### config.mk
export PLATFORM = sky130hd
export DESIGN_NAME = pixel_packer_flat
export DESIGN_NICKNAME = d
export VERILOG_FILES = /design/src/rtl/pixel_packer_if.sv /design/src/rtl/pixel_packer.sv /design/src/flat_wrapper.sv
export SDC_FILE = /design/constraint.sdc
export NUM_CORES = 1
export LEC_CHECK = 0
export BUFFER_PORTS_ARGS = -buffer_cell sky130_fd_sc_hd__buf_2
export CAP_MARGIN = 40
export CORE_MARGIN = 2
export CORE_UTILIZATION = 55
export CTS_CLUSTER_DIAMETER = 30
export CTS_CLUSTER_SIZE = 10
export DETAILED_ROUTE_END_ITERATION = 10
export PLACE_DENSITY = 0.78
export REMOVE_ABC_BUFFERS = 1
export SETUP_SLACK_MARGIN = 0.5
export SYNTH_ARGS = -nofsm -noshare
export SYNTH_HDL_FRONTEND = slang
export SYNTH_SLANG_ARGS = --single-unit
### constraint.sdc
create_clock -name aclk -period 2.5 [get_ports aclk]
set_input_delay 0.25 -clock aclk [delete_from_list [all_inputs] [get_ports aclk]]
set_output_delay 0.25 -clock aclk [all_outputs]
set_load 0.005 [all_outputs]
### src/rtl/pixel_packer_if.sv
// Pixel-in / packed-word-out bundle for the pixel packer.
// Valid/ready rule for both streams: a transfer happens on the rising clock
// edge where valid and ready are both high. The source holds its payload
// stable while valid is high and ready is low. The sink's ready never depends
// combinationally on the source's valid.
// slave  : the packer (consumes pixels, produces words)
// master : the environment (pixel source plus word sink)
interface pixel_packer_if;
    logic [7:0]  in_r;
    logic [7:0]  in_g;
    logic [7:0]  in_b;
    logic        in_valid;
    logic        in_stream_ready;
    logic [31:0] out_stream_tdata;
    logic [3:0]  out_stream_tkeep;
    logic        out_stream_tlast;
    logic        out_stream_tuser;
    logic        out_stream_tvalid;
    logic        out_stream_tready;

    modport slave (
        input  in_r, in_g, in_b, in_valid, out_stream_tready,
        output in_stream_ready, out_stream_tdata, out_stream_tkeep,
        output out_stream_tlast, out_stream_tuser, out_stream_tvalid
    );

    modport master (
        output in_r, in_g, in_b, in_valid, out_stream_tready,
        input  in_stream_ready, out_stream_tdata, out_stream_tkeep,
        input  out_stream_tlast, out_stream_tuser, out_stream_tvalid
    );
endinterface

### src/rtl/pixel_packer.sv
// Packs four RGB888 pixels into three 32-bit stream words, blue byte first.
// Raster counters mark the first word of a frame (tuser) and the last word
// of each line (tlast); frame_done pulses after the frame's final word leaves.
module pixel_packer #(
    parameter int X_SIZE = 640,
    parameter int Y_SIZE = 480
) (
    input  logic              aclk,
    input  logic              aresetn,
    pixel_packer_if.slave     bus,
    output logic              frame_done,
    output logic [1:0]        dbg_phase
);
    localparam int XW = (X_SIZE > 1) ? $clog2(X_SIZE) : 1;
    localparam int YW = (Y_SIZE > 1) ? $clog2(Y_SIZE) : 1;
    localparam logic [XW-1:0] X_LAST = XW'(X_SIZE - 1);
    localparam logic [YW-1:0] Y_LAST = YW'(Y_SIZE - 1);

    logic [1:0]    phase;
    logic [1:0]    phase_next;
    logic [23:0]   partial;
    logic [23:0]   partial_next;
    logic [23:0]   p;
    logic [XW-1:0] x;
    logic [YW-1:0] y;
    logic          ready;
    logic          accept;
    logic          emit;
    logic [31:0]   word;
    logic          word_last;
    logic          word_user;
    logic          word_eof;
    logic [31:0]   tdata;
    logic          tvalid;
    logic          tlast;
    logic          tuser;
    logic          eof;

    assign p      = {bus.in_r, bus.in_g, bus.in_b};
    // Phase 0 never emits, so it may take a pixel even while a word is stalled.
    assign ready  = (phase == 2'd0) || !tvalid || bus.out_stream_tready;
    assign accept = bus.in_valid && ready;

    assign bus.in_stream_ready   = ready;
    assign bus.out_stream_tdata  = tdata;
    assign bus.out_stream_tkeep  = 4'hF;
    assign bus.out_stream_tlast  = tlast;
    assign bus.out_stream_tuser  = tuser;
    assign bus.out_stream_tvalid = tvalid;
    assign dbg_phase             = phase;

    // Phase state register: position of the next pixel inside its 4-pixel group.
    always_ff @(posedge aclk or negedge aresetn) begin
        if (!aresetn) phase <= 2'd0;
        else          phase <= phase_next;
    end

    // Next phase: advance on every accepted pixel, wrapping 3 -> 0.
    always_comb begin
        phase_next = phase;
        if (accept) phase_next = phase + 2'd1;
    end

    // Phase outputs: word to emit, leftover bytes to keep, and word markers.
    always_comb begin
        emit         = accept && (phase != 2'd0);
        word         = '0;
        partial_next = partial;
        case (phase)
            2'd0: partial_next = p;
            2'd1: begin
                word         = {p[7:0], partial};
                partial_next = {partial[23:16], p[23:8]};
            end
            2'd2: begin
                word         = {p[15:0], partial[15:0]};
                partial_next = {partial[23:8], p[23:16]};
            end
            default: word = {p, partial[7:0]};
        endcase
        word_user = (phase == 2'd1) && (x == XW'(1)) && (y == '0);
        word_last = (phase == 2'd3) && (x == X_LAST);
        word_eof  = word_last && (y == Y_LAST);
    end

    // Holding register and raster position of the pixel being accepted.
    always_ff @(posedge aclk or negedge aresetn) begin
        if (!aresetn) begin
            partial <= '0;
            x       <= '0;
            y       <= '0;
        end else if (accept) begin
            partial <= partial_next;
            if (x == X_LAST) begin
                x <= '0;
                if (y == Y_LAST) y <= '0;
                else             y <= y + YW'(1);
            end else begin
                x <= x + XW'(1);
            end
        end
    end

    // Output word register; a new word may replace one leaving in the same cycle.
    always_ff @(posedge aclk or negedge aresetn) begin
        if (!aresetn) begin
            tdata      <= '0;
            tlast      <= 1'b0;
            tuser      <= 1'b0;
            tvalid     <= 1'b0;
            eof        <= 1'b0;
            frame_done <= 1'b0;
        end else begin
            frame_done <= tvalid && bus.out_stream_tready && eof;
            if (emit) begin
                tdata  <= word;
                tlast  <= word_last;
                tuser  <= word_user;
                eof    <= word_eof;
                tvalid <= 1'b1;
            end else if (bus.out_stream_tready) begin
                tvalid <= 1'b0;
            end
        end
    end
endmodule

### src/flat_wrapper.sv
// flat-port wrapper written by rule: the top's interface ports become plain ports
module pixel_packer_flat 
#(
    parameter int X_SIZE = 640,
    parameter int Y_SIZE = 480
)
  (aclk, aresetn, frame_done, dbg_phase, bus_in_r, bus_in_g, bus_in_b, bus_in_valid, bus_out_stream_tready, bus_in_stream_ready, bus_out_stream_tdata, bus_out_stream_tkeep, bus_out_stream_tlast, bus_out_stream_tuser, bus_out_stream_tvalid);
  pixel_packer_if bus_i ();
  input  logic aclk;
  input  logic aresetn;
  output logic frame_done;
  output logic [1:0] dbg_phase;
  input wire logic [$bits(bus_i.in_r)-1:0] bus_in_r;
  input wire logic [$bits(bus_i.in_g)-1:0] bus_in_g;
  input wire logic [$bits(bus_i.in_b)-1:0] bus_in_b;
  input wire logic [$bits(bus_i.in_valid)-1:0] bus_in_valid;
  input wire logic [$bits(bus_i.out_stream_tready)-1:0] bus_out_stream_tready;
  output wire logic [$bits(bus_i.in_stream_ready)-1:0] bus_in_stream_ready;
  output wire logic [$bits(bus_i.out_stream_tdata)-1:0] bus_out_stream_tdata;
  output wire logic [$bits(bus_i.out_stream_tkeep)-1:0] bus_out_stream_tkeep;
  output wire logic [$bits(bus_i.out_stream_tlast)-1:0] bus_out_stream_tlast;
  output wire logic [$bits(bus_i.out_stream_tuser)-1:0] bus_out_stream_tuser;
  output wire logic [$bits(bus_i.out_stream_tvalid)-1:0] bus_out_stream_tvalid;
  assign bus_i.in_r = bus_in_r;
  assign bus_i.in_g = bus_in_g;
  assign bus_i.in_b = bus_in_b;
  assign bus_i.in_valid = bus_in_valid;
  assign bus_i.out_stream_tready = bus_out_stream_tready;
  assign bus_in_stream_ready = bus_i.in_stream_ready;
  assign bus_out_stream_tdata = bus_i.out_stream_tdata;
  assign bus_out_stream_tkeep = bus_i.out_stream_tkeep;
  assign bus_out_stream_tlast = bus_i.out_stream_tlast;
  assign bus_out_stream_tuser = bus_i.out_stream_tuser;
  assign bus_out_stream_tvalid = bus_i.out_stream_tvalid;
  pixel_packer #(.X_SIZE(X_SIZE), .Y_SIZE(Y_SIZE)) u_core (.aclk(aclk), .aresetn(aresetn), .bus(bus_i), .frame_done(frame_done), .dbg_phase(dbg_phase));
endmodule
==> run metrics <==
status=completed; DIE HEIGHT=about 90 µm; Reg power frac=roughly 37%; routed wire length on met2=4.77 mm; CTS max path bufs=2; measured slew at the worst slew-check pin=0.681 ns; Worst EP arrival=roughly 2.3 ns; via count of the first global-routing pass=between 3000 and 4000; Root Driver=clkbuf_8; FF/Latch Area=2050 µm²; Initial DRC Count=around 340; hpwl dp=approximately 6.3 mm; GRT Util Overall=a little under a quarter; share of cells above drive strength 1=approximately 22%; grt ovf=0; flops & latches, synth=82; Reg2Reg Capture Point=u_core.bus.out_stream_tdata[6]; Levels on crit path=8; Hold Path Sink=u_core.bus.out_stream_tvalid; reg2reg setup slack=about 0.5 ns; CTS sink cnt=82; asr flop ratio synth=100%; DP Area=4520 µm²; Reg2Reg Launch Point=u_core.dbg_phase[0]; met1 wire length=around 4.6 mm; dpl cells=around 590; initial antenna violation count=0; yosys warns=0; non-filler cells, final=approximately 620; Final Instance Area=approximately 4800 µm²; total length of routed wires=a little over 10 mm; dpl ws=0.391 ns; CTS tree=yes; Die Width=roughly 91 µm; WS Path Type=reg -> reg; RSZ-0062 raised after global routing=true; Final Cycle Share=between 80% and 90%; vias=3559; Buf+Inv Stages, Crit Path=3; switching power total=roughly 2.4 mW; Top Family by Delay on Critical Path=simple AND/OR/NAND/NOR gates; Rel. slew slack=54.6%; port buffer count=66; die area=between 8000 and 9000 µm²; CP max stage cell=or3b_4; CP Max Fanout=32; fillcell total=slightly above 600; setup TNS=0 ns; Syn Inst Count=roughly 450; Antenna Violating Nets Remaining=0; clock skew=between 0.015 and 0.02 ns; slowest stage delay, CP=roughly 0.48 ns; Skew-Pair Late Insertion Delay=0.37 ns; setup violators final=0; area grow syn2layout=17.0%; crit start category=flip-flop; initial core utilization=between 50% and 60%; Highest Signal Layer=met4; critical path required time=roughly 2.8 ns; crit-path cells=inv_1 -> ha_2 -> or3b_4 -> buf_4 -> nand3b_4 -> clkbuf_16 -> nand2_1 -> o21ai_0; DRC Markers=0; largest net degree at the start of global routing=65; global placer's final weighted congestion=about 0.85; combinational fraction of design power=a little under half; routed wl met3=about 700 µm; fin. max-slew vios=0; Hold WS=approximately 0.11 ns; Hold Path Class=in -> reg; final worst slack=roughly 0.50 ns; Power per Cell Area=around 1200 nW/µm²; clock share of power=15.8%; achievable clock frequency=~500 MHz; Post-Syn Area=around 4100 µm²; Avg Cell Area, Syn=roughly 9.2 µm²; P_leak=approximately 2.3 nW; worst-case reg-to-reg path depth=8; final hold vios=0; Vias/cell=roughly 5.7; Unique masters post-synth=50; first-pass GRT wire length=around 16 mm; Core Area=roughly 7300 µm²; H-Tree Depth=3; IR drop worst, VDD=~0.00061 V; internal power consumption=3.27 mW; ant diodes=0; CP endpoint kind=flip-flop; worst hold path stage count=2; register area share after synthesis=about half; Reg clk slew, reported paths=approximately 0.09 ns; most frequent cells in the layout=84 x nand2_1, 81 x dfrtp_1, 70 x o21ai_0; Max-Cap Viols=0; commonest non-fill, non-tap cell in the layout=nand2_1; Nets=554; switching share of power=a little over two fifths; Period minus WS final=about 2.0 ns; io pins=71; detailed-router iteration count before antenna repair=6; row cnt=31; Top FF cell, synth=dfrtp_1; wire length per cell=~16 µm; hold_sp=bus_out_stream_tready; area of the multi-input gates=1920 µm²; number of synthesized flops with an enable pin=0; Num CTS Buffers=9
[registers in the layout, summed over array words and instances, names as in the netlist]
signal,flops
u_core.bus.out_stream_tdata,32
u_core.bus.out_stream_tlast,1
u_core.bus.out_stream_tuser,1
u_core.bus.out_stream_tvalid,1
u_core.dbg_phase,2
u_core.eof,1
u_core.frame_done,1
u_core.partial,24
u_core.x,10
u_core.y,9
[logic make-up after synthesis]
group | Yosys count | synth area share [%]
AOI/OAI and AO/OA | 145 | 20.7
xor gates and xnor gates | 8 | 1.69
adders and majority gates | 9 | 2.72
buffers and inverters | 42 | 5.31
DFF | 82 | 49.5
muxes | 2 | 0.543
other | 1 | 0.0905
and+or+nand+nor | 162 | 19.5
[cells in the mapped netlist (all sizes together) (2+ instances only)]
cell type,count,area share (%)
clkbuf,16,1.5
nor2,19,1.7
or3,2,0.30
o21ai,73,8.8
and2,4,0.63
nand3,7,0.85
nand2b,8,1.2
o31ai,3,0.54
nor2b,9,1.4
a21oi,28,3.4
xnor2,6,1.3
nand3b,2,0.75
a311oi,2,0.42
and3,4,0.72
mux2,2,0.54
inv,9,0.82
nand4,8,1.4
nor4b,2,0.42
ha,9,2.7
dfrtp,82,50
nor3,3,0.36
a22oi,32,5.8
buf,17,3.0
nand2,85,7.8
and4,4,1.0
xor2,2,0.42
a21o,3,0.54
[worst max-delay path by stage]
stage	startpoint	end	slack [ns]
2_1_floorplan	u_core.dbg_phase[0]	u_core.bus.out_stream_tvalid	0.22
3_3_place_gp	u_core.dbg_phase[0]	u_core.y[8]	0.48
6_report	u_core.dbg_phase[0]	u_core.bus.out_stream_tdata[6]	0.50
4_1_cts	u_core.dbg_phase[0]	bus_in_stream_ready	0.51
5_1_grt	u_core.dbg_phase[0]	u_core.bus.out_stream_tdata[6]	0.45
3_5_place_dp	u_core.dbg_phase[0]	u_core.bus.out_stream_tdata[31]	0.39
[layout make-up]
cell class              instances  share of cell area [%]
flip-flops and latches         82                    42.3
clock buffers                   9                    2.55
multi-input cells             331                    39.5
well taps                      99                    2.55
repair buffers                 84                    11.2
clock inverters                 7                    1.11
inverters                       9                   0.697
[what timing repair did]
action / CTS / global route
hold buffers: 1 / 0
buffers inserted: 3 / 4
cloned: 0 / 3
endpoints found under the setup margin: 39 / 51
resized for setup: 1 / 5
pin swaps: 1 / 1
hold endpoints to repair: 51 / 0
[power by group through the flow]
stage / combinational (mW) / clock [mW] / sequential (mW)
finish: 2.70 / 0.894 / 2.08
CTS: 2.46 / 0.898 / 2.08
global route: 3.03 / 0.966 / 2.14
detailed placement: 2.42 / 0 / 2.11
global placement: 2.37 / 0 / 2.09
floorplan: 1.52 / 0 / 2.08
[layer usage]
layer  global-route usage [%]  vias to the layer above
li1                         -                     1709
met1                     34.7                     1699
met2                     37.7                      136
met3                     4.17                       15
met4                     4.92                        0
met5                        0                        -
[per-stage QoR]
stage	power [mW]	utilization [%]
after floorplan	3.59	-
after global placement	4.45	62.0
after detailed placement	4.53	62.0
after CTS	5.44	64.9
after global routing	6.14	66.5
final	5.67	66.5
No activity file was read; power rests on OpenSTA's default activity.
